[src/rtl/led_pulse_stretcher_pkg.sv]
// Shared types and helpers for the LED pulse stretcher: channel FSM encoding
// and the counter-width rule used by every channel.
package led_pulse_stretcher_pkg;

  typedef enum logic [1:0] {
    IDLE = 2'd0,
    ON   = 2'd1,
    GAP  = 2'd2
  } led_stretch_state_e;

  // Counter must hold both on_cycles-1 and gap_cycles-1; never narrower than 1 bit.
  function automatic int stretch_cnt_w(input int on_cycles, input int gap_cycles);
    int longest;
    longest = (on_cycles > gap_cycles) ? on_cycles : gap_cycles;
    return (longest > 2) ? $clog2(longest) : 1;
  endfunction

endpackage

[src/rtl/led_pulse_stretcher_if.sv]
// Event/brightness inputs and LED outputs of the pulse stretcher, bundled for
// the status/debug source side (master) and the stretcher itself (slave).
interface led_pulse_stretcher_if #(
  parameter int channels_p  = 4,
  parameter int pwm_width_p = 8
);

  logic [channels_p-1:0]  event_i;
  logic [pwm_width_p-1:0] duty_i;
  logic [channels_p-1:0]  active_o;
  logic [channels_p-1:0]  led_o;

  modport master (
    output event_i,
    output duty_i,
    input  active_o,
    input  led_o
  );

  modport slave (
    input  event_i,
    input  duty_i,
    output active_o,
    output led_o
  );

endinterface

[src/rtl/led_stretch_channel.sv]
// One LED channel: stretches any event into a fixed ON period followed by a
// guaranteed OFF gap, queueing at most one extra blink while busy.
module led_stretch_channel
  import led_pulse_stretcher_pkg::*;
#(
  parameter int on_cycles_p  = 1 << 20,
  parameter int gap_cycles_p = 1 << 19
) (
  input  logic clk_i,
  input  logic reset_n_i,
  input  logic trig,
  output logic active
);

  localparam int cnt_w_p = stretch_cnt_w(on_cycles_p, gap_cycles_p);
  localparam logic [cnt_w_p-1:0] on_last_p  = cnt_w_p'(on_cycles_p - 1);
  localparam logic [cnt_w_p-1:0] gap_last_p = cnt_w_p'(gap_cycles_p - 1);

  led_stretch_state_e   state_q, state_d;
  logic [cnt_w_p-1:0]   cnt_q, cnt_d;
  logic                 pend_q, pend_d;

  always_ff @(posedge clk_i) begin
    if (!reset_n_i) begin
      state_q <= IDLE;
      cnt_q   <= '0;
      pend_q  <= 1'b0;
    end else begin
      state_q <= state_d;
      cnt_q   <= cnt_d;
      pend_q  <= pend_d;
    end
  end

  always_comb begin
    state_d = state_q;
    cnt_d   = cnt_q;
    pend_d  = pend_q;
    unique case (state_q)
      IDLE: begin
        if (trig) begin
          state_d = ON;
          cnt_d   = '0;
        end
      end
      ON: begin
        if (trig) pend_d = 1'b1;
        if (cnt_q == on_last_p) begin
          state_d = GAP;
          cnt_d   = '0;
        end else begin
          cnt_d = cnt_q + cnt_w_p'(1);
        end
      end
      GAP: begin
        if (cnt_q == gap_last_p) begin
          // An event in the final gap cycle is consumed directly by the restart.
          cnt_d  = '0;
          pend_d = 1'b0;
          state_d = (pend_q || trig) ? ON : IDLE;
        end else begin
          if (trig) pend_d = 1'b1;
          cnt_d = cnt_q + cnt_w_p'(1);
        end
      end
      default: begin
        state_d = IDLE;
        cnt_d   = '0;
        pend_d  = 1'b0;
      end
    endcase
  end

  always_comb begin
    active = (state_q == ON);
  end

endmodule

[src/rtl/led_pulse_stretcher.sv]
// Per-channel pulse stretchers feeding the LED pins through a shared PWM dimmer
// and a single output register.
module led_pulse_stretcher
  import led_pulse_stretcher_pkg::*;
#(
  parameter int channels_p   = 4,
  parameter int on_cycles_p  = 1 << 20,
  parameter int gap_cycles_p = 1 << 19,
  parameter int pwm_width_p  = 8
) (
  input  logic                  clk_i,
  input  logic                  reset_n_i,
  led_pulse_stretcher_if.slave  bus
);

  logic [channels_p-1:0]  active;
  logic [pwm_width_p-1:0] pwm_cnt_q;
  logic                   pwm_en;
  logic [channels_p-1:0]  led_q;

  for (genvar n = 0; n < channels_p; n++) begin : g_chan
    led_stretch_channel #(
      .on_cycles_p (on_cycles_p),
      .gap_cycles_p(gap_cycles_p)
    ) u_chan (
      .clk_i    (clk_i),
      .reset_n_i(reset_n_i),
      .trig     (bus.event_i[n]),
      .active   (active[n])
    );
  end

  always_ff @(posedge clk_i) begin
    if (!reset_n_i) pwm_cnt_q <= '0;
    else            pwm_cnt_q <= pwm_cnt_q + pwm_width_p'(1);
  end

  // All-ones duty must be fully on, which a plain compare cannot reach.
  always_comb begin
    pwm_en = (pwm_cnt_q < bus.duty_i) || (bus.duty_i == '1);
  end

  // Stage boundary: pin register, one cycle behind active & pwm_en.
  always_ff @(posedge clk_i) begin
    if (!reset_n_i) led_q <= '0;
    else            led_q <= active & {channels_p{pwm_en}};
  end

  assign bus.active_o = active;
  assign bus.led_o    = led_q;

endmodule
[src/flat_wrapper.sv]
// flat-port wrapper written by rule: the top's interface ports become plain ports
module led_pulse_stretcher_flat import led_pulse_stretcher_pkg::*;
#(
  parameter int channels_p   = 4,
  parameter int on_cycles_p  = 1 << 20,
  parameter int gap_cycles_p = 1 << 19,
  parameter int pwm_width_p  = 8
)
  (clk_i, reset_n_i, bus_event_i, bus_duty_i, bus_active_o, bus_led_o);
  led_pulse_stretcher_if #(.channels_p(channels_p), .pwm_width_p(pwm_width_p)) bus_i ();
  input  logic clk_i;
  input  logic reset_n_i;
  input wire logic [$bits(bus_i.event_i)-1:0] bus_event_i;
  input wire logic [$bits(bus_i.duty_i)-1:0] bus_duty_i;
  output wire logic [$bits(bus_i.active_o)-1:0] bus_active_o;
  output wire logic [$bits(bus_i.led_o)-1:0] bus_led_o;
  assign bus_i.event_i = bus_event_i;
  assign bus_i.duty_i = bus_duty_i;
  assign bus_active_o = bus_i.active_o;
  assign bus_led_o = bus_i.led_o;
  led_pulse_stretcher #(.channels_p(channels_p), .on_cycles_p(on_cycles_p), .gap_cycles_p(gap_cycles_p), .pwm_width_p(pwm_width_p)) u_core (.clk_i(clk_i), .reset_n_i(reset_n_i), .bus(bus_i));
endmodule
[config.mk]
export PLATFORM = sky130hd
export DESIGN_NAME = led_pulse_stretcher_flat
export DESIGN_NICKNAME = d
export VERILOG_FILES = /design/src/rtl/led_pulse_stretcher_pkg.sv /design/src/rtl/led_pulse_stretcher_if.sv /design/src/rtl/led_stretch_channel.sv /design/src/rtl/led_pulse_stretcher.sv /design/src/flat_wrapper.sv
export SDC_FILE = /design/constraint.sdc
export NUM_CORES = 1
export LEC_CHECK = 0
export ABC_CLOCK_PERIOD_IN_PS = 3500
export CORE_MARGIN = 2
export CORE_UTILIZATION = 58
export CTS_CLUSTER_DIAMETER = 200
export DETAILED_ROUTE_END_ITERATION = 10
export GPL_TIMING_DRIVEN = 0
export PLACE_DENSITY = 0.76
export SLEW_MARGIN = 40
export SYNTH_ARGS = -nofsm -noshare
export SYNTH_HDL_FRONTEND = slang
export SYNTH_HIERARCHICAL = 1
export SYNTH_SLANG_ARGS = --single-unit
export TNS_END_PERCENT = 50
[constraint.sdc]
create_clock -name clk_i -period 3.5 [get_ports clk_i]
set_clock_uncertainty 0.2 [all_clocks]
set_input_delay 0.35 -clock clk_i [delete_from_list [all_inputs] [get_ports clk_i]]
set_output_delay 0.35 -clock clk_i [all_outputs]
set_load 0.01 [all_outputs]
==> results by group <==
Clock network
  • Clk Latency, worst-skew pair: ~0.35 ns
  • Maximum root-to-sink buffer count: 2
  • CTS tree: yes
  • Clk sinks: 104
  • CTS resizes: 0
  • Post-CTS Setup Bufs: 0
  • Hold Buf Count CTS: 0
  • Clock buffer count from CTS: 9
  • Root buffer cell: clkbuf_16
  • Clock Pin Slew Worst Setup and Hold Paths: approximately 0.070 ns
  • H-tree level count: 3

Route
  • Residual DRC count: 0
  • Vias: between 6000 and 7000
  • Drt total wl: around 18000 um
  • Antenna-violating nets left: 0
  • TritonRoute pass-1 iters: 5
  • WL/cell: 16.87 um
  • Initial DRC count: about 650
  • Vias per cell: 6.512

Setup path
  • Setup CP Type: flop to flop
  • R2R Path Start: u_core/g_chan[1].u_chan/cnt_q[0]$_SDFFE_PN0P_
  • Startpoint types: flop
  • CP top delay family: compound AO/OA/AOI/OAI gates
  • R2R Path End: u_core/g_chan[1].u_chan/cnt_q[13]$_SDFFE_PN0P_
  • Buf+Inv Stages, Crit Path: 2
  • Max Fanout on Critical Path: 10
  • R2R Setup Slk: ~0.83 ns
  • Crit. path cell count: 8
  • Critical Path AT: 2.74 ns
  • R2R depth: 8
  • CP max stage delay: around 0.51 ns
  • Critical Path End Type: flop
  • Critical Path RT: ~3.6 ns
  • Slowest cell on crit path: a41oi_2
  • CP cell instances: ha_1 > and2_1 > clkbuf_1 > and3_1 > a41oi_2 > buf_2 > nand3_1 > a31oi_1

Global routing
  • First-pass GRT wire length: slightly above 30000 um
  • Initial antenna violation count: 0
  • Largest net degree at the start of global routing: 16
  • Total congestion overflow: 0
  • All-Layer GR Usage: 0.2893
  • Vias in the first global route: 6390

STA
  • Final slew viol count: 0
  • Final setup violation count: 0
  • RSZ-0062 raised after global routing: false
  • Tmin final: between 2 and 3 ns
  • Slew HR: 0.4453
  • Period Utilization, post-route: 0.7639
  • Final hold viol count: 0
  • Fmax: around 370 MHz
  • Worst Tran Pin Value: between 0.8 and 0.9 ns
  • Post-route setup TNS: 0 ns

Floorplan
  • Initial Util: 0.5871
  • Die ar.: approximately 12000 um2
  • IO Count: 22
  • Row Count: 39
  • Vert. Die Dim: around 110 um
  • Die width: roughly 110 um
  • Core area: about 11000 um2

Worst hold path
  • Hold path start: u_core/g_chan[2].u_chan/cnt_q[1]$_SDFFE_PN0P_
  • Endpoint of the worst hold path: u_core/g_chan[2].u_chan/cnt_q[1]$_SDFFE_PN0P_
  • Worst min path class: flop to flop
  • Hold depth: 2

Placed design
  • Post-DP HPWL: 12260 um
  • Global placer's final weighted congestion: between 0.9 and 1
  • Buffers added on ports: 21

Final layout
  • Antenna cells: 0
  • Share of cells above drive strength 1: 0.06519
  • Nets@finish: between 900 and 1000
  • Area growth syn-to-layout: 10.42%
  • Fill cells: 956

Synth
  • Async SR Flop Fraction: 0
  • Synth area leader: dfxtp_1
  • Library cells used by synthesis: 47
  • Mean Syn Cell Area: approximately 7.6 um2
  • Synth Warn #: 6
  • Register bit total from synthesis: between 100 and 150
  • Ranking of synthesized cells by area: dfxtp_1 (31%), nand3_1 (7.0%), nand4_1 (6.7%), nand2_1 (6.2%), a31oi_1 (5.3%)
  • Seq/Total Area, Yosys: 0.3146
  • Cell Area, Synth: approximately 6600 um2
  • Synth Flop Type: dfxtp_1
  • Mapped Cells: approximately 870
  • Synth Net Count: 910
  • EDFF count, synth: 0
  • Top cell type's share of synthesized area: 0.3146
  • Count leader, synth: nand2_1
  • Commonest cells in the netlist: nand2_1 (109), dfxtp_1 (104), nand3_1 (92), nand4_1 (71), a31oi_1 (56)

Pwr
  • Static Leakage: roughly 0.0025 uW
  • Pwr Total: roughly 3000 uW
  • Pwr/cell area: between 400 and 500 nW/um2
  • Worst vdd ir: roughly 0.00042 V

Job
  • MaxCap Viol Count: 0

Outcome
  • Status: finished clean
==> per-layer routing <==
metal,track usage,vias to the layer above,part of all wire
met5,0,-,0
met4,0.08500,0,0.015
met3,0.05686,28,0.073
met2,0.4855,275,0.47
met1,0.3790,3210,0.45
li1,-,3312,-
==> kinds of logic after synthesis <==
kind of cell	count (synthesis)	synth area share
flops	104	0.3146
compound gates	162	0.1713
fa+ha+maj	28	0.05294
simple gates	473	0.3827
xor+xnor	6	0.007941
buf+inv	91	0.06447
mux	4	0.006051
==> cell type report <==
class                   count  area [um2]  area share
flip-flops and latches    104        2082      0.2849
inverters                  27       101.3     0.01387
clock buffers              13       260.3     0.03562
well taps                 143       178.9     0.02449
clock inverters             3       40.04    0.005479
repair buffers             21       210.2     0.02877
plain buffers              64       325.3     0.04452
multi-input cells         673        4109      0.5623
==> registers in the layout (all words and copies together), names as in the netlist <==
signal,count
u_core/g_chan.u_chan/pend_q,4
u_core/bus.led_o,4
u_core/g_chan.u_chan/cnt_q,80
u_core/pwm_cnt_q,8
u_core/g_chan.u_chan/state_q,8
==> cells in the final DEF (no fill, tap or decap), types with 8 or more instances in the layout <==
master	Yosys	final
nand2_1	109	109
a31oi_1	56	56
and3_1	17	17
dfxtp_1	104	104
and4_1	12	12
o21ai_0	20	20
buf_6	8	8
nand4b_1	16	16
o21a_1	13	13
o2111ai_1	8	8
nor3_1	28	28
nor2b_1	12	12
inv_1	23	23
nor4_1	16	16
nor2_1	50	50
and2_1	23	23
clkbuf_1	36	38
nand4_1	71	71
buf_2	16	16
nand3_1	92	92
clkdlybuf4s50_1	0	21
a21oi_1	33	33
ha_1	28	28
clkbuf_16	0	9
==> how the worst max path moves through the flow <==
stage                                                    from                                        endpoint  slack (ns)
3_3_place_gp                                        reset_n_i  u_core/g_chan[2].u_chan/cnt_q[11]$_SDFFE_PN0P_        0.74
2_1_floorplan  u_core/g_chan[0].u_chan/cnt_q[10]$_SDFFE_PN0P_   u_core/g_chan[0].u_chan/cnt_q[8]$_SDFFE_PN0P_        1.34
5_1_grt         u_core/g_chan[3].u_chan/cnt_q[0]$_SDFFE_PN0P_  u_core/g_chan[3].u_chan/cnt_q[13]$_SDFFE_PN0P_        0.66
6_report        u_core/g_chan[1].u_chan/cnt_q[0]$_SDFFE_PN0P_  u_core/g_chan[1].u_chan/cnt_q[13]$_SDFFE_PN0P_        0.83
3_5_place_dp                                        reset_n_i  u_core/g_chan[0].u_chan/cnt_q[10]$_SDFFE_PN0P_        0.67
4_1_cts         u_core/g_chan[1].u_chan/cnt_q[0]$_SDFFE_PN0P_  u_core/g_chan[1].u_chan/cnt_q[13]$_SDFFE_PN0P_        0.86
==> metrics by stage <==
stage | hold slack, ns | util | setup WS (ns) | cell area, um2 | instances
2_1_floorplan | 0.2579 | - | 1.337 | 6618 | 868
3_3_place_gp | 0.2678 | 0.6216 | 0.7449 | 7007 | 1032
3_5_place_dp | 0.2830 | 0.6216 | 0.6741 | 7007 | 1032
4_1_cts | 0.2921 | 0.6482 | 0.8636 | 7307 | 1048
5_1_grt | 0.3207 | 0.6482 | 0.6592 | 7307 | 1048
6_report | 0.2935 | 0.6482 | 0.8264 | 7307 | 1048
==> worst register-to-register path, delay by kind of cell, from the launching register on <==
kind | cells | cell delay (ns)
AOI/OAI and AO/OA | 2 | 0.71
adders and majority gates | 1 | 0.24
buffers and inverters | 2 | 0.56
DFF | 1 | 0.35
and+or+nand+nor | 3 | 0.55
==> report_power, final <==
| group | leakage, uW | switching (uW) | internal [uW] |
|---|---|---|---|
| clock | 0.000150 | 441 | 592 |
| sequential | 0.000840 | 32.0 | 1220 |
| combinational | 0.00152 | 455 | 249 |
| total | 0.00251 | 928 | 2070 |
Power figures use the tool's default switching activity.
